`config.mk`:
```
export PLATFORM = sky130hd
export DESIGN_NAME = calc_result_buffer_flat
export DESIGN_NICKNAME = d
export VERILOG_FILES = /design/src/rtl/calc_pkg.sv /design/src/rtl/calc_result_buffer_if.sv /design/src/rtl/calc_res_ram.sv /design/src/rtl/calc_result_buffer.sv /design/src/flat_wrapper.sv
export SDC_FILE = /design/constraint.sdc
export NUM_CORES = 1
export LEC_CHECK = 0
export CORE_MARGIN = 2
export CORE_UTILIZATION = 25
export CTS_CLUSTER_SIZE = 25
export DETAILED_ROUTE_END_ITERATION = 6
export GPL_ROUTABILITY_DRIVEN = 0
export PLACE_DENSITY = 0.42
export SLEW_MARGIN = 20
export SYNTH_ARGS = -nofsm -noshare
export SYNTH_HDL_FRONTEND = slang
export SYNTH_HIERARCHICAL = 1
export SYNTH_SLANG_ARGS = --single-unit
```
`constraint.sdc`:
```
create_clock -name clk -period 2.65 [get_ports clk]
set_input_delay 0.53 -clock clk [delete_from_list [all_inputs] [get_ports clk]]
set_output_delay 0.53 -clock clk [all_outputs]
set_load 0.02 [all_outputs]
```
`src/rtl/calc_pkg.sv`:
```
// Shared calculator types: result width, result word type and opcode encoding.
package calc_pkg;

    localparam int DATA_W = 17;

    typedef logic [DATA_W-1:0] calc_word_t;

    typedef enum logic [1:0] {
        OP_ADD = 2'd0,
        OP_SUB = 2'd1,
        OP_MUL = 2'd2,
        OP_DIV = 2'd3
    } calc_op_e;

endpackage

```
`src/rtl/calc_result_buffer_if.sv`:
```
// Producer-side capture and consumer-side valid/ready handshake of the result buffer.
interface calc_result_buffer_if #(
    parameter int DATA_W = calc_pkg::DATA_W
) ();

    logic              in_valid;
    logic [DATA_W-1:0] in_data;
    logic              out_valid;
    logic              out_ready;
    logic [DATA_W-1:0] out_data;
    logic              out_zero;

    modport master (
        output in_valid, in_data, out_ready,
        input  out_valid, out_data, out_zero
    );

    modport slave (
        input  in_valid, in_data, out_ready,
        output out_valid, out_data, out_zero
    );

endinterface

```
`src/rtl/calc_res_ram.sv`:
```
// DEPTH x DATA_W register array: one synchronous write port, one asynchronous read port.
module calc_res_ram #(
    parameter int DATA_W = 17,
    parameter int DEPTH  = 8,
    localparam int AW    = $clog2(DEPTH)
) (
    input  logic              clk,
    input  logic              we_i,
    input  logic [AW-1:0]     waddr_i,
    input  logic [DATA_W-1:0] wdata_i,
    input  logic [AW-1:0]     raddr_i,
    output logic [DATA_W-1:0] rdata_o
);

    logic [DEPTH-1:0][DATA_W-1:0] mem_q;

    // Storage is deliberately not reset; the owner masks stale entries.
    always_ff @(posedge clk) begin
        if (we_i) mem_q[waddr_i] <= wdata_i;
    end

    assign rdata_o = mem_q[raddr_i];

endmodule

```
`src/rtl/calc_result_buffer.sv`:
```
// Result FIFO behind the calculator; never back-pressures its producer, flags dropped words.
// Optional statistics (max/min/count of accepted words) enabled by CALC_RES_STATS_EN.
module calc_result_buffer
    import calc_pkg::*;
#(
    parameter int DATA_W = calc_pkg::DATA_W,
    parameter int DEPTH  = 8
) (
    input  logic                   clk,
    input  logic                   reset,
    calc_result_buffer_if.slave    bus,
    output logic [$clog2(DEPTH):0] level,
    output logic                   full,
    output logic                   overflow,
    input  logic                   ovf_clr
`ifdef CALC_RES_STATS_EN
    ,
    output logic [DATA_W-1:0]      stat_max,
    output logic [DATA_W-1:0]      stat_min,
    output logic [15:0]            stat_cnt
`endif
);

    localparam int AW = $clog2(DEPTH);
    localparam logic [AW:0] FULL_LVL = DEPTH[AW:0];

    logic [AW-1:0]     wr_ptr_q, wr_ptr_d;
    logic [AW-1:0]     rd_ptr_q, rd_ptr_d;
    logic [AW:0]       level_q, level_d;
    logic              ovf_q, ovf_d;
    logic              push, pop, drop, nonempty;
    logic [DATA_W-1:0] rd_data;

    assign nonempty = (level_q != '0);
    assign full     = (level_q == FULL_LVL);
    assign pop      = nonempty & bus.out_ready;
    assign push     = bus.in_valid & (~full | pop);
    assign drop     = bus.in_valid & full & ~pop;

    always_comb begin
        wr_ptr_d = wr_ptr_q;
        rd_ptr_d = rd_ptr_q;
        level_d  = level_q;
        ovf_d    = ovf_q;
        if (push) wr_ptr_d = wr_ptr_q + 1'b1;
        if (pop)  rd_ptr_d = rd_ptr_q + 1'b1;
        case ({push, pop})
            2'b10:   level_d = level_q + 1'b1;
            2'b01:   level_d = level_q - 1'b1;
            default: level_d = level_q;
        endcase
        // A fresh drop outranks a clear in the same cycle.
        if (drop)         ovf_d = 1'b1;
        else if (ovf_clr) ovf_d = 1'b0;
    end

    always_ff @(posedge clk or posedge reset) begin
        if (reset) begin
            wr_ptr_q <= '0;
            rd_ptr_q <= '0;
            level_q  <= '0;
            ovf_q    <= 1'b0;
        end else begin
            wr_ptr_q <= wr_ptr_d;
            rd_ptr_q <= rd_ptr_d;
            level_q  <= level_d;
            ovf_q    <= ovf_d;
        end
    end

    calc_res_ram #(
        .DATA_W (DATA_W),
        .DEPTH  (DEPTH)
    ) u_ram (
        .clk     (clk),
        .we_i    (push),
        .waddr_i (wr_ptr_q),
        .wdata_i (bus.in_data),
        .raddr_i (rd_ptr_q),
        .rdata_o (rd_data)
    );

    assign bus.out_valid = nonempty;
    assign bus.out_data  = nonempty ? rd_data : '0;
    assign bus.out_zero  = nonempty & (rd_data == '0);
    assign level         = level_q;
    assign overflow      = ovf_q;

`ifdef CALC_RES_STATS_EN
    logic [DATA_W-1:0] stat_max_q, stat_min_q;
    logic [15:0]       stat_cnt_q;

    always_ff @(posedge clk or posedge reset) begin
        if (reset) begin
            stat_max_q <= '0;
            stat_min_q <= '1;
            stat_cnt_q <= '0;
        end else if (ovf_clr) begin
            stat_max_q <= '0;
            stat_min_q <= '1;
            stat_cnt_q <= '0;
        end else if (push) begin
            if (bus.in_data > stat_max_q) stat_max_q <= bus.in_data;
            if (bus.in_data < stat_min_q) stat_min_q <= bus.in_data;
            if (stat_cnt_q != 16'hFFFF)   stat_cnt_q <= stat_cnt_q + 16'd1;
        end
    end

    assign stat_max = stat_max_q;
    assign stat_min = stat_min_q;
    assign stat_cnt = stat_cnt_q;
`endif

endmodule
```
`src/flat_wrapper.sv`:
```
// flat-port wrapper written by rule: the top's interface ports become plain ports
module calc_result_buffer_flat import calc_pkg::*;
#(
    parameter int DATA_W = calc_pkg::DATA_W,
    parameter int DEPTH  = 8
)
  (clk, reset, level, full, overflow, ovf_clr, bus_in_valid, bus_in_data, bus_out_ready, bus_out_valid, bus_out_data, bus_out_zero);
  calc_result_buffer_if #(.DATA_W(DATA_W)) bus_i ();
  input  logic clk;
  input  logic reset;
  output logic [$clog2(DEPTH):0] level;
  output logic full;
  output logic overflow;
  input  logic ovf_clr;
  input wire logic [$bits(bus_i.in_valid)-1:0] bus_in_valid;
  input wire logic [$bits(bus_i.in_data)-1:0] bus_in_data;
  input wire logic [$bits(bus_i.out_ready)-1:0] bus_out_ready;
  output wire logic [$bits(bus_i.out_valid)-1:0] bus_out_valid;
  output wire logic [$bits(bus_i.out_data)-1:0] bus_out_data;
  output wire logic [$bits(bus_i.out_zero)-1:0] bus_out_zero;
  assign bus_i.in_valid = bus_in_valid;
  assign bus_i.in_data = bus_in_data;
  assign bus_i.out_ready = bus_out_ready;
  assign bus_out_valid = bus_i.out_valid;
  assign bus_out_data = bus_i.out_data;
  assign bus_out_zero = bus_i.out_zero;
  calc_result_buffer #(.DATA_W(DATA_W), .DEPTH(DEPTH)) u_core (.clk(clk), .reset(reset), .bus(bus_i), .level(level), .full(full), .overflow(overflow), .ovf_clr(ovf_clr));
endmodule
```
==> results.ini <==
[floorplanning]
rows = 56
initial_utilization_pct = 25.6
pin_count = 47
coreArea_sq_um = 23500
dieHeight_um = 159
die_x_um = 159
fp.dieArea_sq_um = 25400

[yosys]
yosysTopAreaCell = edfxtp_1
synth_area_sq_um = 6030
yosysTopAreaCellShare_pct = 67.8
synth_edf_count = 136
avgSynthCellArea_sq_um = 20.9
ys.flop_type = edfxtp_1
synth_async_sr_flop_share_pct = 7.48
ys_top_cells_by_area = edfxtp_1 68%, mux4_1 10%, dfrtp_1 4.6%
syn_nets = 315
synth_cells = 288
ys_types = 37
yosys_warnings = 6
yosysSeqAreaShare_pct = 72.3
synth_seq_cells = 147

[power]
ir_drop_v = 0.000387
power_leakage_nw = 2.76
power.density_nw_per_um2 = 1180

[min_path]
hold_class = primary input to asynchronous set/reset pin

[layout]
final_common_cell = edfxtp_1
antenna_cells = 0
final_cell_mix = 136 x edfxtp_1, 37 x buf_4, 27 x clkdlybuf4s50_1
area_growth_pct = 31.3
layout-drive-gt1-share_pct = 37.3
nets = 413
final_cells = 718
utilization_pct = 33.6

[worst_setup_path]
slowest_stage = or4_4
endpoint_kind = output port
r2r-end = u_core/level[2]
cp_top_family = multiplexers
cp.arrival_ns = 2.68
worst-path-buf-inv = 2
worstPathCellList = buf_12, mux4_2, mux2_4, or4_4, nor2_4, buf_4
reg2reg_from = u_core/level[2]
r2r_slack_ns = 0.22
cp_max_fo = 19
start_kind = register
reg2regPathDepth = 11
setup.worst_path.class = register to output port
required_ns = 2.12
slowest_delay_ns = 0.56

[flow_run]
maxCapViolations = 0

[status]
violations = setup timing
status = complete, but fails checks

[timing]
max_slew.worst_pin.slew_ns = 0.520
finalCriticalPeriod_ns = 3.21
hold_ws_ns = 0.443
worst_slack_ns = -0.560
skew_ns = 0.00710
maxSlewViolCount = 0
setup_violations = 16
slew_headroom_pct = 65.3
max_freq_ghz = 0.312
rsz0062_at_grt = yes
finalCritPeriodShare_pct = 121
hold_viol = 0

[cts]
clk_pin_slew_ns = 0.06
cts_sinks = 147
cts_root_buf = clkbuf_16
clock_path_buffers = 2
cts_buffers = 17
cts_max_level = 4
clock_latency_ns = 0.41
cts_tree = yes

[global_route]
grt_pass1_vias = 3149
grt_usage_pct = 10.8
grt_max_degree = 31
antenna_found_initial = 0
grt_pass1_wl_um = 19800
overflow = 0

[drt]
avgViaCountPerCell = 4.21
drcViolationCount = 0
finalWirelength_um = 13200
firstDrtPassIters = 4
vias = 3021
drt-wirelength-per-cell_um = 18.4
drt_iter0_drc = 150
antenna_left = 0

[place]
hpwl_um = 8450
placed_cells = 681
preCtsSetupSlack_ns = -0.772
io_buffer_count = 46

[repair_timing]
| item | CTS | global route |
|---|---|---|
| setup buffers | 4 | 1 |
| resized for setup | 89 | 14 |
| gates cloned | 0 | 0 |
| hold buffers | 0 | 0 |
| endpoints found under the setup margin | 20 | 19 |
| pin swaps | 1 | 0 |
[cells in the mapped netlist (2+ instances only)]
library cell,n
xor2_1,6
nor4_1,3
nor2b_1,12
buf_6,4
clkbuf_1,3
and2b_1,6
mux4_2,10
nand2_1,6
nor2_1,9
inv_1,3
xnor2_1,3
buf_2,3
o21ai_0,2
dfrtp_1,11
a21oi_1,2
edfxtp_1,136
mux4_1,24
mux2_2,18
nor3_1,2
ha_1,5
nand2b_1,3
clkbuf_2,2
[cell type report]
| class | count | area, sq um |
|---|---|---|
| Multi-Input combinational cell | 124 | 1660 |
| Tap cell | 319 | 399 |
| Clock inverter | 15 | 161 |
| Timing Repair Buffer | 92 | 895 |
| Sequential cell | 147 | 4360 |
| Inverter | 4 | 15.0 |
| Fill cell | 2273 | 15600 |
| Clock buffer | 17 | 425 |
[per-stage QoR]
step	total power, mW	setup TNS [ns]	instance area [sq um]
2_1_floorplan	5.23	-0.0190	6060
3_3_place_gp	6.98	-3.02	7270
5_1_grt	9.83	-5.00	7910
6_report	9.35	-3.61	7910
4_1_cts	9.41	-4.48	7880
3_5_place_dp	7.00	-3.13	7270
[logic make-up after synthesis]
group	after synthesis	synth area share, %
xor gates and xnor gates	9	1.31
muxes	55	18.2
DFF	147	72.3
adders and majority gates	5	1.04
and+or+nand+nor	51	5.17
buffers and inverters	17	1.66
AOI/OAI and AO/OA	4	0.332
[per-layer routing]
metal  GRT usage, %  wire length (um)
met3           3.15               404
met2           17.7              6580
met5              0                 0
met1           13.9              6020
met4           3.60               187
[how the worst max path moves through the flow]
| stage | to | slack, ns | from | depth (start not counted) |
|---|---|---|---|---|
| after floorplan | bus_out_zero | -0.02 | u_core/rd_ptr_q[0] | 6 |
| after global placement | bus_out_zero | -0.73 | u_core/rd_ptr_q[0] | 8 |
| after detailed placement | bus_out_zero | -0.77 | u_core/rd_ptr_q[0] | 8 |
| after CTS | bus_out_zero | -0.63 | u_core/rd_ptr_q[0] | 7 |
| after global routing | bus_out_zero | -0.65 | u_core/rd_ptr_q[0] | 8 |
| final | bus_out_zero | -0.56 | u_core/rd_ptr_q[0] | 6 |
[where the power goes]
part | switching [mW] | leakage, nW | internal (mW)
clock | 1.02 | 0.294 | 1.34
sequential | 0.162 | 1.36 | 2.94
combinational | 1.85 | 1.10 | 2.03
[flip-flops by register name, summed over array words and instances (netlist names)]
signal and flops:
u_core/u_ram/mem_q 136, u_core/level 4, u_core/overflow 1, u_core/rd_ptr_q 3, u_core/wr_ptr_q 3
Note: power is estimated with default switching activity, not from simulation.
